**src/rtl/rom_loader.sv**
```systemverilog
// rom_loader: steers the data_io download byte stream into per-region SDRAM write ports, tracks ROM-loaded state and generates the core reset
//   clk_sys      system clock
//   reset        synchronous active-high reset (also resets the SDRAM controller, so its acks return to 0)
//   user_reset   OSD/button reset request, affects core_reset only
//   ioctl_*      data_io download interface (downl level, index, wr strobe level, addr, dout)
//   port_req     per-region request toggle, port_ack per-region ack toggle
//   port_we      per-region write enable (registered ioctl_downl)
//   port_a/ds/d  per-region word address, {hi,lo} byte selects, byte duplicated into both lanes
//   rom_loaded   ROM image complete
//   core_reset   reset to the game core, held RESET_HOLD cycles after rom_loaded rises
//   overrun      sticky, a byte was dropped because its region was still busy
module rom_loader #(
    parameter int REGIONS = 2,
    parameter int ADDR_W = 25,
    parameter logic [REGIONS*8-1:0] REGION_INDEX = {8'd0, 8'd0},
    parameter logic [REGIONS*ADDR_W-1:0] REGION_BASE = {25'hA000, 25'h0},
    parameter logic [REGIONS*ADDR_W-1:0] REGION_SIZE = {25'h8000, 25'h1_0000},
    parameter logic [REGIONS*5-1:0] REGION_SPLIT = {5'd13, 5'd0},
    parameter logic [7:0] ROM_INDEX = 8'd0,
    parameter int RESET_HOLD = 16
) (
    input  logic                  clk_sys,
    input  logic                  reset,
    input  logic                  user_reset,
    input  logic                  ioctl_downl,
    input  logic [7:0]            ioctl_index,
    input  logic                  ioctl_wr,
    input  logic [ADDR_W-1:0]     ioctl_addr,
    input  logic [7:0]            ioctl_dout,
    output logic [REGIONS-1:0]    port_req,
    input  logic [REGIONS-1:0]    port_ack,
    output logic [REGIONS-1:0]    port_we,
    output logic [REGIONS*23-1:0] port_a,
    output logic [REGIONS*2-1:0]  port_ds,
    output logic [REGIONS*16-1:0] port_d,
    output logic                  rom_loaded,
    output logic                  core_reset,
    output logic                  overrun
);
    localparam int HW = $clog2(RESET_HOLD + 2);
    localparam logic [HW-1:0] HOLD_LOAD = HW'(RESET_HOLD);

    logic wr_last, downl_last, got_rom, rl_nxt, strobe, rise, fall;
    logic [HW-1:0] hold, hold_nxt;
    logic [REGIONS-1:0] accept, drop;

    assign strobe = ioctl_downl & ioctl_wr & ~wr_last;
    assign rise = ioctl_downl & ~downl_last;
    assign fall = ~ioctl_downl & downl_last;

    for (genvar i = 0; i < REGIONS; i++) begin : g_region
        localparam int K = int'(REGION_SPLIT[i*5 +: 5]);
        localparam logic [ADDR_W-1:0] BASE = REGION_BASE[i*ADDR_W +: ADDR_W];
        localparam logic [ADDR_W-1:0] SIZE = REGION_SIZE[i*ADDR_W +: ADDR_W];
        logic [ADDR_W:0] diff;
        logic [ADDR_W-1:0] off;
        logic hit, idle, req;
        logic [22:0] a_nxt, a;
        logic [1:0] ds_nxt, ds;
        logic [15:0] d;
        // the extra top bit of diff is the borrow, i.e. ioctl_addr < BASE
        assign diff = {1'b0, ioctl_addr} - {1'b0, BASE};
        assign off = diff[ADDR_W-1:0];
        assign hit = ioctl_index == REGION_INDEX[i*8 +: 8] && !diff[ADDR_W] && (SIZE == '0 || off < SIZE);
        assign idle = req == port_ack[i];
        assign accept[i] = strobe & hit & idle;
        assign drop[i] = strobe & hit & ~idle;
        if (K == 0) begin : g_lin
            assign a_nxt = off[23:1];
            assign ds_nxt = {off[0], ~off[0]};
        end else begin : g_ilv
            // ROM select bits off[K+1:K]: K picks the byte lane, K+1 the 16-bit half of the 32-bit word
            assign a_nxt = {off[23:K+2], off[K-1:0], off[K+1]};
            assign ds_nxt = {off[K], ~off[K]};
        end
        always_ff @(posedge clk_sys) begin
            if (reset) begin
                req <= 1'b0;
                a <= '0;
                ds <= '0;
                d <= '0;
            end else if (accept[i]) begin
                req <= ~req;
                a <= a_nxt;
                ds <= ds_nxt;
                d <= {2{ioctl_dout}};
            end
        end
        assign port_req[i] = req;
        assign port_a[i*23 +: 23] = a;
        assign port_ds[i*2 +: 2] = ds;
        assign port_d[i*16 +: 16] = d;
    end

    // core_reset is registered from the next-state values so it drops exactly RESET_HOLD clocks after rom_loaded rises
    always_comb begin
        rl_nxt = (fall & got_rom) ? 1'b1 : (rise & ioctl_index == ROM_INDEX) ? 1'b0 : rom_loaded;
        hold_nxt = (rl_nxt & ~rom_loaded) ? HOLD_LOAD : (hold != '0) ? hold - HW'(1) : hold;
    end

    always_ff @(posedge clk_sys) begin
        if (reset) begin
            wr_last <= 1'b0;
            downl_last <= 1'b0;
            port_we <= '0;
            overrun <= 1'b0;
            got_rom <= 1'b0;
            rom_loaded <= 1'b0;
            hold <= '0;
            core_reset <= 1'b1;
        end else begin
            wr_last <= ioctl_wr;
            downl_last <= ioctl_downl;
            port_we <= {REGIONS{ioctl_downl}};
            overrun <= (overrun & ~rise) | (|drop);
            got_rom <= (got_rom & ~rise) | ((|accept) & ioctl_index == ROM_INDEX);
            rom_loaded <= rl_nxt;
            hold <= hold_nxt;
            core_reset <= user_reset | ~rl_nxt | (hold_nxt != '0);
        end
    end
endmodule

```
**config.mk**
```make
export PLATFORM = sky130hd
export DESIGN_NAME = rom_loader
export DESIGN_NICKNAME = d
export VERILOG_FILES = /design/src/rtl/rom_loader.sv
export SDC_FILE = /design/constraint.sdc
export NUM_CORES = 1
export LEC_CHECK = 0
export CORE_MARGIN = 5
export CORE_UTILIZATION = 51
export CTS_CLUSTER_SIZE = 24
export DETAILED_ROUTE_END_ITERATION = 7
export DONT_BUFFER_PORTS = 1
export GPL_ROUTABILITY_DRIVEN = 0
export HOLD_SLACK_MARGIN = 0.03
export PLACE_DENSITY = 0.71
export SKIP_LAST_GASP = 1
export SLEW_MARGIN = 20
export SYNTH_ARGS = -nofsm -noshare
export SYNTH_HDL_FRONTEND = slang
export SYNTH_SLANG_ARGS = --single-unit
```
**constraint.sdc**
```tcl
create_clock -name clk_sys -period 1.84 [get_ports clk_sys]
set_input_delay 0 -clock clk_sys [delete_from_list [all_inputs] [get_ports clk_sys]]
set_output_delay 0 -clock clk_sys [all_outputs]
set_load 0.02 [all_outputs]
```
==> metrics.txt <==
commonest non-fill, non-tap cell in the layout=dfxtp_1; Mapped Cells=roughly 370; Remaining DRCs=0; # setup viols final=0; Critical Path AT=2000 ps; Worst setup SP type=input port; combinational share of power=0.140; TritonRoute pass-1 iters=4; Layout Skew=7.63 ps; Unique masters post-synth=43; Crit. End Element=register; Pleak=1.33 nW; Vert. Die Dim=a little under 90 µm; Worst EP required=2100 ps; area leader, netlist=dfxtp_1; EDFF count, synth=0; top cells by area, synth=dfxtp_1, a21oi_1, nand2_1; total CTS buffers=9; initial DRC count=about 80; max cap viols=0; Final Util=0.610; Vias per Instance=5.45; total power=3.68 mW; setup bufs post-CTS=0; antenna violations before repair=0; syn_area_per_cell=8.81 µm²; Setup WS post-layout=96.1 ps; Rows=29; Hold Fails Final Rpt=0; Clock Power Share=0.367; diodes inserted=0; Worst-Skew Late Latency=between 300 and 400 ps; Die X-Extent=89.4 µm; Register Area=~1600 µm²; antenna-violating nets left=0; hpwl dp=5200 µm; Hold Path Class=in2reg; Synth top area share=0.492; Clock Path Buffers=2; synth warn=0; crit path max fanout=17; H-Tree Depth=3; Vias=between 2,000 and 3,000; Mapped Area=3210 µm²; crit-path cells=inv_1 -> dlygate4sd3_1 -> ha_1 -> nand2b_1 -> o31ai_2 -> o2111a_1 -> buf_4 -> nand3_1 -> a21oi_1; dpl ws=around 98 ps; Post-Place Cells=413; register area share after synthesis=0.492; Setup CP Type=in2reg; Total Wirelength=7800 µm; fraction of registers with async set/reset=0; worst-margin pin slew=around 780 ps; Final Instance Area=3810 µm²; CTS tree=built; Starting Density=0.515; slowest CP cell=dlygate4sd3_1; largest net degree at the start of global routing=70; Rel. slew slack=0.480; part of the cycle the worst path needs=0.948; switching power=902 µW; most frequent cells in the layout=dfxtp_1, nand2_1, a21oi_1; peak supply drop=between 0.8 and 0.9 mV; Slew Viols, Final=0; global-route wire length before repair=12,000 µm; total placed instance area=between 3000 and 4000 µm²; die area=7990 µm²; CTS root buffer=clkbuf_8; Reg clk slew, reported paths=80 ps; share of layout cells above drive strength 1=0.118; Final min period=1740 ps; Max Fclk=0.573 GHz; Seq cells post-synth=79; core area=6240 µm²; Post-Layout Cell Count=468; grt ovf=0; global-route usage over all layers=0.195; CP max stage delay=550 ps; wire per inst=16.7 µm; IO Count=137; sw frac=0.245; PwrDens=966 nW/µm²; area of the multi-input gates=between 1000 and 1500 µm²; Post-Syn Nets=415; count of input and output buffers=0; Clock Sinks=79; area delta synth->final=18.5%; nets=437; vias in the first global route=between 2,000 and 2,500; main flop type after synthesis=dfxtp_1; Fillers=around 560; Sequential Power Share=0.492; internal power=2.78 mW; status=completed
## cells in the mapped netlist, types with 2 or more instances
library cell and instances:
nor3_1 4, and2_1 10, ha_1 2, buf_2 6, xnor2_1 4, nand3_1 24
buf_4 20, dfxtp_1 79, nor2b_1 3, nor2_1 10, a211oi_1 3, o21ai_0 21
a31oi_1 2, nand2b_1 3, buf_6 3, nor3b_1 10, clkbuf_1 13, nor4b_2 2
xor2_1 3, o21ai_1 4, inv_1 6, a21oi_1 54, nor4_4 2, nand2_1 57
nand4_1 2
## sequential cells by signal, indices dropped and copies added, names as in the netlist
name	flops
core_reset	1
g_region.ds	4
g_region.d	16
got_rom	1
rom_loaded	1
wr_last	1
hold	5
overrun	1
port_we	1
g_region.req	2
g_region.a	46
## kinds of logic (layout without fill, tap and decap cells)
group	Yosys count	count (layout)	synth area share
adders and majority gates	2	2	0.00778
xor gates and xnor gates	7	7	0.0191
DFF	79	79	0.492
AOI/OAI and AO/OA	90	90	0.152
buffers and inverters	50	76	0.0996
and+or+nand+nor	137	137	0.230
## through the flow
stage | hold WS [ps] | TNS, ps
after floorplan | 95.6 | 0
after global placement | 76.6 | 0
after detailed placement | 78.2 | 0
after CTS | 31.0 | 0
after global routing | 52.9 | -7.96
final | 34.4 | 0
## routing by layer
layer	up-vias	part of all wire	global-route usage
li1	1264	-	-
met1	1187	0.41	0.236
met2	92	0.48	0.317
met3	8	0.098	0.0747
met4	0	0.011	0.0677
met5	-	0	0
## power groups by stage
stage / Combinational (mW) / Sequential [mW] / Clock (mW)
6_report: 0.516 / 1.81 / 1.35
5_1_grt: 0.574 / 1.82 / 1.47
2_1_floorplan: 0.337 / 1.83 / 0
4_1_cts: 0.502 / 1.81 / 1.39
3_3_place_gp: 0.380 / 1.84 / 0
3_5_place_dp: 0.390 / 1.85 / 0
## critical path: cells and delay by family
family	cells	cell delay [ps]
AO/OA/AOI/OAI	3	730
buffers and inverters	3	800
AND/OR/NAND/NOR	2	290
adder cells (fa/ha/maj)	1	190
## path summary, 6_finish.rpt
check	start	to	slack, ps	depth (start not counted)
worst max register to register	hold[1]	core_reset	130	7
worst min register to register	g_region[0].a[3]	g_region[0].a[3]	560	2
worst max-delay path	ioctl_addr[14]	g_region[1].d[10]	100	9
worst min-delay path	ioctl_addr[23]	g_region[0].a[14]	30	5
## repair_timing
item,4_1_cts,5_1_grt
endpoints found under the hold margin,79,0
gates resized for setup,0,5
hold buffers,40,0
endpoints found under the setup margin,0,36
## area by class of cell
| class | count | share of cell area |
|---|---|---|
| clock buffer | 9 | 0.0325 |
| clock inverter | 6 | 0.0227 |
| inverter | 6 | 0.00591 |
| multi-input combinational | 236 | 0.355 |
| sequential | 79 | 0.416 |
| tap | 77 | 0.0253 |
| timing repair buffer | 55 | 0.143 |
Power figures use the tool's default switching activity.
